<file path="config.mk">
export PLATFORM = sky130hd
export DESIGN_NAME = telegraph_frame_rx_flat
export DESIGN_NICKNAME = d
export VERILOG_FILES = /design/src/rtl/telegraph_pkg.sv /design/src/rtl/telegraph_frame_rx_if.sv /design/src/rtl/telegraph_flag_det.sv /design/src/rtl/telegraph_frame_rx.sv /design/src/flat_wrapper.sv
export SDC_FILE = /design/constraint.sdc
export NUM_CORES = 1
export LEC_CHECK = 0
export BUFFER_PORTS_ARGS = -buffer_cell sky130_fd_sc_hd__buf_4
export CAP_MARGIN = 20
export CORE_MARGIN = 5
export CORE_UTILIZATION = 50
export DETAILED_ROUTE_END_ITERATION = 10
export PLACE_DENSITY_LB_ADDON = 0.2
export SYNTH_ARGS = -nofsm -noshare
export SYNTH_HDL_FRONTEND = slang
export SYNTH_SLANG_ARGS = --single-unit
</file>
<file path="constraint.sdc">
create_clock -name Clk -period 3.8 [get_ports Clk]
set_input_delay 0.38 -clock Clk [delete_from_list [all_inputs] [get_ports Clk]]
set_output_delay 0.38 -clock Clk [all_outputs]
set_load 0.02 [all_outputs]
</file>
<file path="src/rtl/telegraph_pkg.sv">
// Shared types and parameter checks for the telegraph frame receiver.
package telegraph_pkg;

   typedef enum logic [1:0] {HUNT, LEN, PAYLOAD, PARITY} rx_state_t;

   localparam logic [15:0] DEFAULT_FLAG = 16'h007E;

   function automatic bit flag_params_ok(input int unsigned flag_w, input logic [15:0] flag);
      return (flag_w >= 2) && (flag_w <= 16) && (flag != '0);
   endfunction

endpackage

</file>
<file path="src/rtl/telegraph_frame_rx_if.sv">
// Serial-side and result signals of the telegraph frame receiver.
interface telegraph_frame_rx_if #(
   parameter int unsigned CNT_W = 4
);
   logic             ClkEn;
   logic             SerIn;
   logic             SerOut;
   logic             SerOutValid;
   logic             FrameDone;
   logic             FrameErr;
   logic [CNT_W-1:0] CntOut;

   modport master (
      output ClkEn, SerIn,
      input  SerOut, SerOutValid, FrameDone, FrameErr, CntOut
   );

   modport slave (
      input  ClkEn, SerIn,
      output SerOut, SerOutValid, FrameDone, FrameErr, CntOut
   );
endinterface

</file>
<file path="src/rtl/telegraph_flag_det.sv">
// Sliding-window start-flag detector; match looks at the window after this sample.
module telegraph_flag_det
   import telegraph_pkg::*;
#(
   parameter int unsigned         FLAG_W = 8,
   parameter logic [FLAG_W-1:0]   FLAG   = FLAG_W'(DEFAULT_FLAG)
) (
   input  logic Clk,
   input  logic Rst,
   input  logic ClkEn,
   input  logic SerIn,
   input  logic clr,
   output logic match
);
   logic [FLAG_W-1:0] window;
   logic [FLAG_W-1:0] window_next;

   assign window_next = {window[FLAG_W-2:0], SerIn};
   assign match       = ClkEn && (window_next == FLAG);

   always_ff @(posedge Clk or posedge Rst) begin
      if (Rst) begin
         window <= '0;
      end else if (clr) begin
         window <= '0;
      end else if (ClkEn) begin
         window <= window_next;
      end
   end

   if (!flag_params_ok(FLAG_W, 16'(FLAG))) begin : g_bad_params
      $error("telegraph_flag_det: FLAG_W must be 2..16 and FLAG non-zero");
   end
endmodule

</file>
<file path="src/rtl/telegraph_frame_rx.sv">
// Telegraph frame receiver: flag hunt, length field, payload forward, even parity, good-frame count.
module telegraph_frame_rx
   import telegraph_pkg::*;
#(
   parameter int unsigned       FLAG_W    = 8,
   parameter logic [FLAG_W-1:0] FLAG      = FLAG_W'(DEFAULT_FLAG),
   parameter int unsigned       LEN_W     = 4,
   parameter bit                PARITY_EN = 1'b1,
   parameter int unsigned       CNT_W     = 4
) (
   input  logic                Clk,
   input  logic                Rst,
   telegraph_frame_rx_if.slave bus
);
   localparam int unsigned LC_W = $clog2(LEN_W + 1);

   rx_state_t        state;
   logic [LEN_W-1:0] len_reg;
   logic [LEN_W-1:0] len_shift;
   logic [LEN_W-1:0] bit_cnt;
   logic [LC_W-1:0]  len_cnt;
   logic             par_acc;
   logic             ser_out;
   logic             out_valid;
   logic             done;
   logic             err;
   logic [CNT_W-1:0] cnt;
   logic             hunt_en;
   logic             match;
   logic             last_len;
   logic             last_bit;
   logic             frame_end;
   logic             frame_bad;

   assign len_shift = LEN_W'({len_reg, bus.SerIn});
   assign last_len  = (len_cnt == LC_W'(LEN_W - 1));
   assign last_bit  = (bit_cnt == len_reg - LEN_W'(1));
   assign hunt_en   = bus.ClkEn && (state == HUNT);

   always_comb begin
      frame_end = 1'b0;
      frame_bad = 1'b0;
      if (bus.ClkEn) begin
         case (state)
            LEN:     frame_end = last_len && (len_shift == '0) && !PARITY_EN;
            PAYLOAD: frame_end = last_bit && !PARITY_EN;
            PARITY: begin
               frame_end = 1'b1;
               frame_bad = (bus.SerIn != par_acc);
            end
            default: ;
         endcase
      end
   end

   telegraph_flag_det #(
      .FLAG_W (FLAG_W),
      .FLAG   (FLAG)
   ) u_flag_det (
      .Clk   (Clk),
      .Rst   (Rst),
      .ClkEn (hunt_en),
      .SerIn (bus.SerIn),
      .clr   (match || frame_end),
      .match (match)
   );

   always_ff @(posedge Clk or posedge Rst) begin
      if (Rst) begin
         state     <= HUNT;
         len_reg   <= '0;
         len_cnt   <= '0;
         bit_cnt   <= '0;
         par_acc   <= 1'b0;
         ser_out   <= 1'b0;
         out_valid <= 1'b0;
         done      <= 1'b0;
         err       <= 1'b0;
         cnt       <= '0;
      end else begin
         out_valid <= 1'b0;
         done      <= 1'b0;
         err       <= 1'b0;
         if (bus.ClkEn) begin
            case (state)
               HUNT: if (match) state <= LEN;
               LEN: begin
                  len_reg <= len_shift;
                  if (last_len) begin
                     len_cnt <= '0;
                     state   <= (len_shift != '0) ? PAYLOAD : PARITY;
                  end else begin
                     len_cnt <= len_cnt + LC_W'(1);
                  end
               end
               PAYLOAD: begin
                  ser_out   <= bus.SerIn;
                  out_valid <= 1'b1;
                  par_acc   <= par_acc ^ bus.SerIn;
                  if (last_bit) state <= PARITY;
                  else          bit_cnt <= bit_cnt + LEN_W'(1);
               end
               default: ;
            endcase
            // Frame completion overrides the per-state next values (incl. PARITY when disabled).
            if (frame_end) begin
               state   <= HUNT;
               len_reg <= '0;
               len_cnt <= '0;
               bit_cnt <= '0;
               par_acc <= 1'b0;
               done    <= 1'b1;
               err     <= frame_bad;
               if (!frame_bad) cnt <= cnt + CNT_W'(1);
            end
         end
      end
   end

   assign bus.SerOut      = ser_out;
   assign bus.SerOutValid = out_valid;
   assign bus.FrameDone   = done;
   assign bus.FrameErr    = err;
   assign bus.CntOut      = cnt;
endmodule

</file>
<file path="src/flat_wrapper.sv">
// flat-port wrapper written by rule: the top's interface ports become plain ports
module telegraph_frame_rx_flat import telegraph_pkg::*;
#(
   parameter int unsigned       FLAG_W    = 8,
   parameter logic [FLAG_W-1:0] FLAG      = FLAG_W'(DEFAULT_FLAG),
   parameter int unsigned       LEN_W     = 4,
   parameter bit                PARITY_EN = 1'b1,
   parameter int unsigned       CNT_W     = 4
)
  (Clk, Rst, bus_ClkEn, bus_SerIn, bus_SerOut, bus_SerOutValid, bus_FrameDone, bus_FrameErr, bus_CntOut);
  telegraph_frame_rx_if #(.CNT_W(CNT_W)) bus_i ();
  input  logic Clk;
  input  logic Rst;
  input wire logic [$bits(bus_i.ClkEn)-1:0] bus_ClkEn;
  input wire logic [$bits(bus_i.SerIn)-1:0] bus_SerIn;
  output wire logic [$bits(bus_i.SerOut)-1:0] bus_SerOut;
  output wire logic [$bits(bus_i.SerOutValid)-1:0] bus_SerOutValid;
  output wire logic [$bits(bus_i.FrameDone)-1:0] bus_FrameDone;
  output wire logic [$bits(bus_i.FrameErr)-1:0] bus_FrameErr;
  output wire logic [$bits(bus_i.CntOut)-1:0] bus_CntOut;
  assign bus_i.ClkEn = bus_ClkEn;
  assign bus_i.SerIn = bus_SerIn;
  assign bus_SerOut = bus_i.SerOut;
  assign bus_SerOutValid = bus_i.SerOutValid;
  assign bus_FrameDone = bus_i.FrameDone;
  assign bus_FrameErr = bus_i.FrameErr;
  assign bus_CntOut = bus_i.CntOut;
  telegraph_frame_rx #(.FLAG_W(FLAG_W), .FLAG(FLAG), .LEN_W(LEN_W), .PARITY_EN(PARITY_EN), .CNT_W(CNT_W)) u_core (.Clk(Clk), .Rst(Rst), .bus(bus_i));
endmodule
</file>
[After elaboration in Yosys (flattened, before gate mapping)]
Index checks and enable logic that the tools add are counted.
Storage, ports and cells
  register bits: 29
  bits in writable memories: 0
  output and inout port bits: 8
  memories: 0
  ROM bits: 0
  latch bits: 0
  input bits: 4
  logic and storage cells: 71
Operators by class
  shifts and indexed selects: 0
  multiply operators: 0
  order comparisons: 0
  divide/modulo/power cells: 0
  bitwise gates (word level): 2
  reductions and logical operators: 15
  $add $sub $neg: 4
  eq/ne operators: 11
  multiplexer cells: 28
Operators by type and width (count)
  2-to-1 mux 4 bit: 5
  2-to-1 mux 7 bit: 2
  2-to-1 mux 1 bit: 13
  2-to-1 mux 3 bit: 3
  != test 3 x 1 -> 1 bit (second input constant): 3
  adder 4 x 1 -> 4 bit (second input constant): 2
  equality test 8 x 7 -> 1 bit (second input constant): 1
  2-to-1 mux 2 bit: 4
  nonzero test 4 bit: 2
  one-hot mux 2 bit (3 select lines): 1
  AND reduction 2 bit: 3
  AND reduction 3 bit: 2
  nonzero test 2 bit: 3
  AND reduction 5 bit: 1
  equality test 2 bit (second input constant): 2
  equality test 4 bit: 1
  subtractor 4 x 1 -> 4 bit (second input constant): 1
  adder 3 x 1 -> 3 bit (second input constant): 1
  equality test 3 x 2 -> 1 bit (second input constant): 1
  equality test 2 x 1 -> 1 bit (second input constant): 1
  logical AND 1 bit: 2
  zero test 2 bit: 1
  != test 2 bit (second input constant): 1
  logical OR 1 bit: 1
  other kinds (3): 3

[Logic depth before layout (Yosys ltp)]
Gate-level depths: netlist of run 1.
  word-level depth: 6
  mapped depth: 7
  gate-level depth less buffers: 7

[Modules after synthesis]
A second synthesis of run 1 with hierarchy kept.
Second synthesis, totals
  cell total of the unflattened synthesis: 134
  area, all modules: 1520.2 µm²
Modules (own cells, without submodules)
  telegraph_frame_rx: cells each 107, area an instance 1187.4 µm², times used 1, seq. area each 550.5 µm²
  telegraph_flag_det: cells each 27, area an instance 332.8 µm², times used 1, seq. area each 175.2 µm²

[Worst setup path after synthesis of run 1]
OpenSTA, ideal clock, no wires.
  kind: flip-flop to flip-flop
  start point: reg u_core.len_reg[0]
  end point: reg u_core.state[1]
  buffers on the path: 0
  setup time: 121 ps
  data arrival time: 1679 ps
  stages on the path, launching flop included: 8
  data required time: 3679 ps
  clock period less this slack: 1800 ps
  setup slack: 2000 ps
  path through: dfrtp_1 > inv_1 > ha_1 > xor2_1 > nand3_2 > or2_1 > a211o_1 > a22o_1
On the way
  cells in the longest elaborated chain, start to end: 4
RTL lines
  start, declared: RTL line telegraph_frame_rx.sv:18  | logic [LEN_W-1:0] len_reg;
  start signal, assigned: RTL line telegraph_frame_rx.sv:88  | len_reg <= len_shift;
  subtractor 4 x 1 -> 4 bit: RTL line telegraph_frame_rx.sv:37  | assign last_bit = (bit_cnt == len_reg - LEN_W'(1));
  equality test 4 bit: RTL line telegraph_frame_rx.sv:37
  != test 3 x 1 -> 1 bit (no line)
  AND reduction 5 bit (no line)
  end signal, assigned: RTL line telegraph_frame_rx.sv:91  | state <= (len_shift != '0) ? PAYLOAD : PARITY;
  end, declared: RTL line telegraph_frame_rx.sv:17  | rx_state_t state;
Every way passes these cells.
A chain may end at the register's enable or synchronous reset.

[Worst setup path after layout of run 1]
  start point: reg u_core.state[0]
  end point: reg u_core.u_flag_det.window[3]
On the way
  cells in the longest elaborated chain, start to end: 5
  elaborated cells between the ends (all ways): 9
  those cells by class: eq/ne (1); mux (3); reduce/logical (5)
RTL lines
  equality test 2 bit / zero test 2 bit (equally long branches): RTL line telegraph_frame_rx.sv:44, telegraph_frame_rx.sv:38
  2-to-1 mux 1 bit / logical AND 1 bit (equally long branches): RTL line telegraph_frame_rx.sv:44, telegraph_frame_rx.sv:38
  2-to-1 mux 1 bit / logical AND 1 bit (equally long branches): RTL line telegraph_frame_rx.sv:43, telegraph_flag_det.sv:19
  logical OR 1 bit: RTL line telegraph_frame_rx.sv:64  | .clr (match || frame_end),
  2-to-1 mux 7 bit / nonzero test 2 bit (equally long branches)
  end signal, assigned: RTL line telegraph_flag_det.sv:27  | window <= window_next;
  end, declared: RTL line telegraph_flag_det.sv:15  | logic [FLAG_W-1:0] window;
Parallel ways exist; a longest one is shown, timed or not.

==> reports/qor.txt, run 1 <==
crit path cell chain -> inv_1 > ha_1 > nand2_1 > o31ai_1 > a21oi_1
Worst VDD drop -> 0.4608 mV
Synth area leader -> dfrtp_1
CP Data Required Time -> 3970 ps
max_cap viols -> 0
Metal-1 WL -> 1.153 mm
Die Y-Extent -> 63.58 um
startpoint types -> flop
Port Buffer Count -> 11
RSZ-0062 raised after global routing -> false
largest net degree at the start of global routing -> 30
max incr delay on CP -> 680 ps
# H-tree levels -> 2
min cycle time layout -> 2087 ps
Distinct cells, synth -> 31
Yosys reg bits -> 29
via count -> 1050
leak pwr -> 0.7898 nW
crit-path max FO -> 12
initial antenna violation count -> 0
Fmax -> 479.1 MHz
Post-Route Skew -> 8.541 ps
ranking of synthesized cells by area -> dfrtp_1 51%, ha_1 7.8%, a32o_1 4.2%, xor2_1 3.7%, a21oi_1 3.5%
ratio of cells with drive above 1 in the final layout -> 15.79%
status -> complete, no violations
cts bufs inserted -> 5
Antenna diodes -> 0
Top reg by flops -> u_core.u_flag_det.window
Bufs on Longest Clock Path -> 2
# DRC -> 0
Clock Latency Late Sink -> 330 ps
pre-CTS setup slack -> 1801 ps
dpl hpwl -> 1.828 mm
final setup TNS -> 0 ps
Post CTS Setup Buffer Count -> 0
Synth Flop Type -> dfrtp_1
Routed met2 length -> 1.258 mm
fin area -> 1639 um2
Setup CP Type -> reg -> reg
die area -> 4042 um2
CP max-delay cell -> o31ai_1
row count -> 19
FFs w/ async S/R, synth -> 100.0%
Post-Route WL -> 2.564 mm
Tcrit/Tclk final -> 54.92%
setup ws final -> 1713 ps
setup violators final -> 0
Final Slew Violations -> 0
top-count cell post-synth -> dfrtp_1
HP Class -> in -> async
Core Area -> 2758 um2
starting density of the core -> 52.04%
max layer used -> met4
NumNets Final -> 164
Power Dens Cells -> 729.7 nW/um2
area delta synth->final -> 14.21%
crit-path leading delay family -> compound AO/OA/AOI/OAI gates
Post-Syn Area -> 1435 um2
GRT Total Usage -> 15.18%
io pins -> 12
total power draw -> 0.001196 W
Die X-Extent -> 63.58 um
first-pass iteration count of the detailed router -> 4
# hold bufs at CTS -> 0
net count after synthesis -> 149
Seq/Total Area, Yosys -> 50.57%
CTS sink cnt -> 29
Crit. End Element -> flop
routed wl met3 -> 92 um
Vias/cell -> 5.738
gpl congestion -> 0.8451
# resized after CTS -> 0
Bufs and invs on worst path -> 1
mean routed wirelength per cell -> 14.01 um
EDFF count, synth -> 0
first-pass GRT wire length -> 4.830 mm
clock slew at reported path FFs -> 90 ps
placed instance area -> 1541 um2
Synth top area share -> 50.57%
Worst EP arrival -> 2260 ps
final antenna-violating net count -> 0
Slew HR -> 52.22%
synthesized instance count -> 136
max FFs per register -> 7
First DRT Iteration DRCs -> 34
total global routing overflow -> 0
CTS tree -> yes
CTS Root Buffer Type -> clkbuf_4
Worst-Margin Slew -> 710.7 ps
vias in the first global route -> 1076
Hold Fails Final Rpt -> 0
syn avg cell area -> 10.55 um2
commonest cells in the synthesized netlist -> 29 x dfrtp_1, 13 x nand2_1, 10 x a21oi_1, 10 x inv_1
Synth Warn # -> 0
worst hold slack -> 67.21 ps
[layout make-up]
type / instances / area (um2)
fill: 238 / 1119
timing repair buffer: 12 / 110.1
inverter: 10 / 37.54
sequential: 29 / 725.7
tap: 31 / 38.79
multi-input combinational: 93 / 656.9
clock inverter: 1 / 5.005
clock buffer: 7 / 65.06
[layer usage]
metal  vias up  track usage [%]
li1        509                -
met1       516            18.60
met2        17            24.37
met3         8            4.440
met4         0            7.013
met5         -                0
[stage by stage]
stage | utilization [%] | cells
final | 59.44 | 183
after global routing | 59.44 | 183
after CTS | 58.44 | 182
after detailed placement | 55.90 | 174
after global placement | 55.90 | 174
after floorplan | - | 136
[final timing paths]
kind                                       from                     endpoint  slack (ps)  depth (start not counted)
max                             u_core.state[0]  u_core.u_flag_det.window[3]        1710                          5
min                                         Rst         u_core.bus.CntOut[1]          70                          2
max reg2reg                     u_core.state[0]  u_core.u_flag_det.window[3]        1710                          5
min reg2reg                u_core.bus.CntOut[3]         u_core.bus.CntOut[3]         480                          1
max in group asynchronous                   Rst            u_core.len_reg[0]        3270                          3
min in group Clk                      bus_ClkEn            u_core.len_cnt[2]         350                          2
[cells by family after synthesis]
| family | Yosys count | share of synthesized area, % |
|---|---|---|
| and+or+nand+nor | 38 | 13.69 |
| AOI/OAI and AO/OA | 34 | 15.78 |
| xor gates and xnor gates | 11 | 7.672 |
| buffers and inverters | 14 | 3.662 |
| adders and majority gates | 9 | 7.847 |
| DFF | 29 | 50.57 |
| muxes | 1 | 0.7846 |
[power breakdown]
part,internal (W),switching (W)
clock network,0.000107,0.000104
logic,0.000217,0.000265
registers,0.000410,0.0000942
[worst register-to-register path: stages, from the launching register on]
cell,delay (ps)
dfrtp_1,420
inv_1,120
ha_1,390
nand2_1,230
o31ai_1,680
a21oi_1,110
[layout by cell type, fill, tap and decap left out, types with 2 or more instances in the layout]
master / count
a21oi_1: 10
a22o_1: 2
a32o_1: 6
and2_1: 2
buf_4: 11
clkbuf_4: 5
clkbuf_8: 2
dfrtp_1: 29
ha_1: 9
inv_1: 10
nand2_1: 13
nand3_1: 9
nand4b_1: 2
nor2_1: 4
o21ai_0: 8
o31ai_1: 2
or3_1: 2
xnor2_1: 4
xor2_1: 6
(Power assumes the default switching activity.)
==> inputs of run 2 (changes only) <==
==> constraint.sdc (replaced) <==
create_clock -name Clk -period 2 [get_ports Clk]
set_input_delay 0.2 -clock Clk [delete_from_list [all_inputs] [get_ports Clk]]
set_output_delay 0.2 -clock Clk [all_outputs]
set_load 0.02 [all_outputs]
==> run 2 against run 1 <==
Effect of this change: combinational power grew 98%; non-clock buffer count grew 5; critical path type unchanged; sequential cell count did not move.
==> reports/qor.txt, run 2 (synthesis results as in run 1) <==
placed cells -> 179 (was 174)
CTS tree -> yes (unchanged)
Antenna diodes -> 0 (unchanged)
pre-CTS setup slack -> 139.1 ps (was 1801 ps)
Setup CP Type -> reg -> reg (unchanged)
clock slew at reported path FFs -> 90 ps (about the same)
crit-path max FO -> 4 (was 12)
Post-Route WL -> 2.559 mm (was 2.564 mm)
Clock Latency Late Sink -> 330 ps (about the same)
fin util -> 60.71% (was 59.44%)
gpl congestion -> 0.8627 (was 0.8451)
via count -> 1050 (unchanged)
Worst-Margin Slew -> 437.7 ps (was 710.7 ps)
worst hold slack -> 163.3 ps (was 67.21 ps)
Die X-Extent -> 63.58 um (unchanged)
Fmax -> 538.4 MHz (was 479.1 MHz)
Power Dens Cells -> 1430 nW/um2 (was 729.7 nW/um2)
io pins -> 12 (unchanged)
setup ws final -> 142.6 ps (was 1713 ps)
largest net degree at the start of global routing -> 30 (unchanged)
row count -> 19 (unchanged)
initial antenna violation count -> 0 (unchanged)
NumNets Final -> 169 (was 164)
final setup TNS -> 0 ps (unchanged)
leak pwr -> 0.8102 nW (was 0.7898 nW)
setup violators final -> 0 (unchanged)
HP Class -> in -> reg (was in -> async)
min cycle time layout -> 1857 ps (was 2087 ps)
RSZ-0062 raised after global routing -> false (unchanged)
Post-Layout Cell Count -> 188 (was 183)
die area -> 4042 um2 (unchanged)
Crit. End Element -> flop (unchanged)
Vias/cell -> 5.585 (was 5.738)
Top reg by flops -> u_core.u_flag_det.window (unchanged)
first-pass iteration count of the detailed router -> 4 (unchanged)
mean routed wirelength per cell -> 13.61 um (was 14.01 um)
Final Slew Violations -> 0 (unchanged)
# H-tree levels -> 2 (unchanged)
# DRC -> 0 (unchanged)
area delta synth->final -> 16.65% (was 14.21%)
most common cell after layout, fill and taps aside -> dfrtp_1 (unchanged)
First DRT Iteration DRCs -> 42 (was 34)
Worst EP arrival -> 2080 ps (was 2260 ps)
Slew HR -> 70.63% (was 52.22%)
startpoint types -> flop (unchanged)
Post-Route Skew -> 6.901 ps (was 8.541 ps)
fill cell count -> 233 (was 238)
cts bufs inserted -> 5 (unchanged)
status -> complete, no violations (unchanged)
Hold Fails Final Rpt -> 0 (unchanged)
Core Area -> 2758 um2 (unchanged)
dpl hpwl -> 1.814 mm (was 1.828 mm)
Die Y-Extent -> 63.58 um (unchanged)
first-pass GRT wire length -> 4.692 mm (was 4.830 mm)
max_cap viols -> 0 (unchanged)
most frequent cells in the layout -> 29 x dfrtp_1, 16 x buf_4, 13 x nand2_1, 10 x inv_1, 10 x a21oi_1 (was 29 x dfrtp_1, 13 x nand2_1, 11 x buf_4, 10 x inv_1, 10 x a21oi_1)
Tcrit/Tclk final -> 92.87% (was 54.92%)
CTS sink cnt -> 29 (unchanged)
# resized after CTS -> 0 (unchanged)
total global routing overflow -> 0 (unchanged)
Bufs on Longest Clock Path -> 2 (unchanged)
ratio of cells with drive above 1 in the final layout -> 17.20% (was 15.79%)
final antenna-violating net count -> 0 (unchanged)
Port Buffer Count -> 11 (unchanged)
CTS Root Buffer Type -> clkbuf_4 (unchanged)
max FFs per register -> 7 (unchanged)
vias in the first global route -> 1088 (was 1076)
starting density of the core -> 52.04% (unchanged)
GRT Total Usage -> 14.79% (was 15.18%)
CP Data Required Time -> 2230 ps (was 3970 ps)
Worst VDD drop -> 0.8865 mV (was 0.4608 mV)
## run 2: layer usage
| layer | GRT usage (%) | wire, um | vias up |
|---|---|---|---|
| met5 | 0 | 0 | - |
| met4 | 8.571 | 51 | 0 |
| met3 | 4.440 | 115 | 7 |
| met2 | 23.10 | 1249 | 20 |
| met1 | 17.87 | 1142 | 502 |
| li1 | - | - | 521 |
## run 2: path summary, 6_finish.rpt
path	start	endpoint	slack, ps	depth (start not counted)
setup / recovery	u_core.len_reg[1]	u_core.state[1]	140	7
hold / removal	bus_ClkEn	u_core.len_cnt[2]	160	2
setup reg to reg	u_core.len_reg[1]	u_core.state[1]	140	7
hold reg to reg	u_core.bus.CntOut[3]	u_core.bus.CntOut[3]	490	1
max in group asynchronous	Rst	u_core.len_reg[2]	1250	4
min in group asynchronous	Rst	u_core.u_flag_det.window[2]	480	4
## run 2: area by class of cell
class                           instances  area [um2]  area share, %
Clock buffer                            7       55.05          3.288
Clock inverter                          1       30.03          1.794
Inverter                               10       37.54          2.242
Multi-Input combinational cell         93       656.9          39.24
Sequential cell                        29       725.7          43.35
Tap cell                               31       38.79          2.317
Timing Repair Buffer                   17       130.1          7.773
## run 2: repair_timing
item,CTS,global route
setup buffers,0,0
endpoints found under the hold margin,29,0
hold buffers,1,0
## run 2: critical path, cell delays in order, from the launching register on
cell and delay, ps:
dfrtp_1 410, inv_1 60, ha_1 280, xor2_1 180
nand3_2 100, or2_1 240, a211o_1 320, a22o_1 180
## run 2: through the flow
step / instance area, um2 / total power, W
detailed placement: 1579 / 0.001910
CTS: 1674 / 0.002416
floorplan: 1435 / 0.001643
global route: 1674 / 0.002600
global placement: 1579 / 0.001867
finish: 1674 / 0.002394
## run 2: power by group
group | switching [W] | total [W] | internal (W) | leakage [nW]
Combinational | 0.000518 | 0.000954 | 0.000436 | 0.379
Sequential | 0.000168 | 0.000946 | 0.000778 | 0.385
Clock | 0.000196 | 0.000494 | 0.000298 | 0.0455
Total | 0.000881 | 0.00239 | 0.00151 | 0.810
==> inputs of run 3 (changes only) <==
--- a/config.mk
+++ b/config.mk
@@ -5,6 +5,7 @@
 export SDC_FILE = /design/constraint.sdc
 export NUM_CORES = 1
 export LEC_CHECK = 0
+export ABC_AREA = 1
 export BUFFER_PORTS_ARGS = -buffer_cell sky130_fd_sc_hd__buf_4
 export CAP_MARGIN = 20
 export CORE_MARGIN = 5
==> run 3 against run 2 <==
Effect of this change: global-route usage grew 2.4 points; fmax grew 12%; synthesized area grew 8.2%; first-iteration DRC count grew 120%; core utilization shrank 2.5 points; synthesized cell count grew 33%; combinational power grew 18%; final area grew 5.2%; sequential cell count is the same; clock skew shrank 2.8 ps; final cell count grew 30%.
==> reports/qor.txt, run 3 <==
Top reg by flops -> u_core.u_flag_det.window (unchanged)
area delta synth->final -> 13.46% (was 16.65%)
Tcrit/Tclk final -> 82.93% (was 92.87%)
fill cell count -> 268 (was 233)
top-count cell post-synth -> nand2_1 (was dfrtp_1)
Post-Syn Area -> 1553 um2 (was 1435 um2)
FFs w/ async S/R, synth -> 100.0% (unchanged)
GRT Total Usage -> 17.23% (was 14.79%)
total global routing overflow -> 0 (unchanged)
most frequent cells in the layout -> 48 x nand2_1, 29 x dfrtp_1, 21 x inv_1, 15 x nand3_1, 12 x buf_4 (was 29 x dfrtp_1, 16 x buf_4, 13 x nand2_1, 10 x inv_1, 10 x a21oi_1)
RSZ-0062 raised after global routing -> false (unchanged)
mean routed wirelength per cell -> 12.47 um (was 13.61 um)
HP Class -> in -> reg (unchanged)
placed cells -> 235 (was 179)
cts bufs inserted -> 5 (unchanged)
syn avg cell area -> 8.579 um2 (was 10.55 um2)
Psw -> 0.001072 W (was 0.0008810 W)
Bufs on Longest Clock Path -> 2 (unchanged)
total power draw -> 0.002516 W (was 0.002394 W)
r2r setup slk -> 340 ps (was 140 ps)
Clock Latency Late Sink -> 330 ps (about the same)
Synth Warn # -> 0 (unchanged)
area share of fa/ha/maj cells after synthesis -> 7.252% (was 7.847%)
CTS tree -> yes (unchanged)
final antenna-violating net count -> 0 (unchanged)
Distinct cells, synth -> 25 (was 31)
CTS Root Buffer Type -> clkbuf_4 (unchanged)
most common cell after layout, fill and taps aside -> nand2_1 (was dfrtp_1)
EDFF count, synth -> 0 (unchanged)
Core Area -> 3028 um2 (was 2758 um2)
switch share -> 42.62% (was 36.80%)
Fmax -> 602.9 MHz (was 538.4 MHz)
Reg area -> 725.7 um2 (unchanged)
# DRC -> 0 (unchanged)
Worst VDD drop -> 0.7533 mV (was 0.8865 mV)
Slew HR -> 75.17% (was 70.63%)
max_cap viols -> 0 (unchanged)
clock power share -> 16.0% (was 20.6%)
# H-tree levels -> 2 (unchanged)
die area -> 4320 um2 (was 4042 um2)
Compound-Gate Fraction of Synth Area -> 7.575% (was 15.78%)
crit-path max FO -> 5 (was 4)
Synth Area in Simple Gates -> 26.83% (was 13.69%)
largest family of logic cells by synthesized area -> simple AND/OR/NAND/NOR gates (was compound AO/OA/AOI/OAI gates)
Worst EP arrival -> 1890 ps (was 2080 ps)
pre-CTS setup slack -> 345.0 ps (was 139.1 ps)
via count -> 1248 (was 1050)
starting density of the core -> 51.28% (was 52.04%)
max incr delay on CP -> 410 ps (about the same)
CP startpoint -> u_core.len_reg[0] (was u_core.len_reg[1])
setup violators final -> 0 (unchanged)
first-pass GRT wire length -> 5.589 mm (was 4.692 mm)
Port Buffer Count -> 11 (unchanged)
Post-Route Skew -> 4.059 ps (was 6.901 ps)
area occupied by multi-input gates -> 728.2 um2 (was 656.9 um2)
vias in the first global route -> 1249 (was 1088)
ratio of cells with drive above 1 in the final layout -> 17.00% (was 17.20%)
Seq/Total Area, Yosys -> 46.74% (was 50.57%)
clock slew at reported path FFs -> 90 ps (about the same)
Crit. End Element -> flop (unchanged)
Hold Fails Final Rpt -> 0 (unchanged)
most used cell, CP -> nand2_1
Worst-Margin Slew -> 372.5 ps (was 437.7 ps)
Flop pwr share -> 39.0% (was 39.5%)
ranking of synthesized cells by area -> dfrtp_1 47%, nand2_1 12%, ha_1 7.3%, inv_1 5.1%, nand3_1 4.8% (was dfrtp_1 51%, ha_1 7.8%, a32o_1 4.2%, xor2_1 3.7%, a21oi_1 3.5%)
synthesized instance count -> 181 (was 136)
leak pwr -> 0.9333 nW (was 0.8102 nW)
Synth Flop Type -> dfrtp_1 (unchanged)
Synth Area in XOR/XNOR -> 4.512% (was 7.672%)
Synth top area share -> 46.74% (was 50.57%)
r2r endpoint -> u_core.state[0] (was u_core.state[1])
Die X-Extent -> 65.73 um (was 63.58 um)
net count after synthesis -> 194 (was 149)
Vias/cell -> 5.115 (was 5.585)
Post-Layout Cell Count -> 244 (was 188)
CTS sink cnt -> 29 (unchanged)
first-pass iteration count of the detailed router -> 4 (unchanged)
mux cell area share after synthesis -> 0.7252% (was 0.7847%)
Synth area leader -> dfrtp_1 (unchanged)
NumNets Final -> 212 (was 169)
Antenna diodes -> 0 (unchanged)
startpoint types -> flop (unchanged)
Final Slew Violations -> 0 (unchanged)
row count -> 20 (was 19)
CP max-delay cell -> dfrtp_1 (unchanged)
Yosys reg bits -> 29 (unchanged)
dpl hpwl -> 2.252 mm (was 1.814 mm)
Gate power share -> 44.9% (was 39.9%)
worst reg2reg path depth -> 10 (was 7)
r2r startpoint -> u_core.len_reg[0] (was u_core.len_reg[1])
status -> complete, no violations (unchanged)
First DRT Iteration DRCs -> 93 (was 42)
io pins -> 12 (unchanged)
CP Data Required Time -> 2230 ps (about the same)
final setup TNS -> 0 ps (unchanged)
min cycle time layout -> 1659 ps (was 1857 ps)
setup ws final -> 341.3 ps (was 142.6 ps)
gpl congestion -> 0.8480 (was 0.8627)
cell-internal power -> 0.001444 W (was 0.001513 W)
initial antenna violation count -> 0 (unchanged)
largest net degree at the start of global routing -> 30 (unchanged)
commonest cells in the synthesized netlist -> 48 x nand2_1, 29 x dfrtp_1, 21 x inv_1 (was 29 x dfrtp_1, 13 x nand2_1, 10 x a21oi_1, 10 x inv_1)
Setup CP Type -> reg -> reg (unchanged)
Die Y-Extent -> 65.73 um (was 63.58 um)
max FFs per register -> 7 (unchanged)
crit path cell chain -> inv_1 > ha_1 > xor2_1 > nand2_1 > nor2_1 > nand2_2 > nand2_2 > nand3_2 > nand2_1 > nand2_1 (was inv_1 > ha_1 > xor2_1 > nand3_2 > or2_1 > a211o_1 > a22o_1)
Post-Route WL -> 3.042 mm (was 2.559 mm)
critical path endpoint -> u_core.state[0] (was u_core.state[1])
Power Dens Cells -> 1428 nW/um2 (was 1430 nW/um2)
worst hold slack -> 189.6 ps (was 163.3 ps)
run 3: worst min path at each step:
stage,from,endpoint,cells past startpoint
after floorplan,Rst,u_core.bit_cnt[0],1
after detailed placement,Rst,u_core.u_flag_det.window[2],3
after CTS,bus_ClkEn,u_core.len_cnt[2],2
final,bus_ClkEn,u_core.len_cnt[2],2
after global routing,bus_ClkEn,u_core.len_cnt[2],2
after global placement,Rst,u_core.bus.CntOut[1],3
run 3: critical path, delay by kind of cell, from the launching register on:
kind                       cells  cell delay, ps
xor gates and xnor gates       1             150
adders and majority gates      1             300
buffers and inverters          1              70
DFF                            1             410
and+or+nand+nor                7             630
run 3: per-stage QoR:
step / cell area (um2) / util (%)
final: 1762 / 58.18
after floorplan: 1553 / -
after global routing: 1762 / 58.18
after global placement: 1682 / 55.54
after detailed placement: 1682 / 55.54
after CTS: 1762 / 58.18
run 3: repair_timing:
item / 4_1_cts / 5_1_grt
endpoints found under the hold margin: 29 / 0
hold buffers: 1 / 0
resized for setup: 0 / 0
endpoints found under the setup margin: 0 / 0
setup buffers: 0 / 0
run 3: cell families (layout without fill, tap and decap cells):
logic type,after synthesis,after routing
muxes,1,1
buffers and inverters,24,43
and+or+nand+nor,89,89
AOI/OAI and AO/OA,21,21
DFF,29,29
adders and majority gates,9,9
xor gates and xnor gates,8,8
run 3: routing by layer:
layer | up-vias | part of all wire, % | global-route usage (%)
met5 | - | 0 | 0
met4 | 0 | 0 | 5.181
met3 | 0 | 4.4 | 7.350
met2 | 20 | 53 | 29.16
met1 | 605 | 43 | 19.54
li1 | 623 | - | -
run 3: cell type report:
class	instances	area share (%)
Sequential cell	29	41.19
Multi-Input combinational cell	128	41.34
Tap cell	44	3.125
Clock buffer	7	3.693
Timing Repair Buffer	13	5.682
Inverter	22	4.687
Clock inverter	1	0.2841
run 3: power by group through the flow:
stage | Sequential [W] | Clock [W] | Combinational (W)
final | 0.000982 | 0.000403 | 0.00113
after global routing | 0.00101 | 0.000462 | 0.00132
after CTS | 0.000978 | 0.000424 | 0.00114
after detailed placement | 0.000989 | 0 | 0.00113
after global placement | 0.000978 | 0 | 0.00109
after floorplan | 0.000996 | 0 | 0.000841
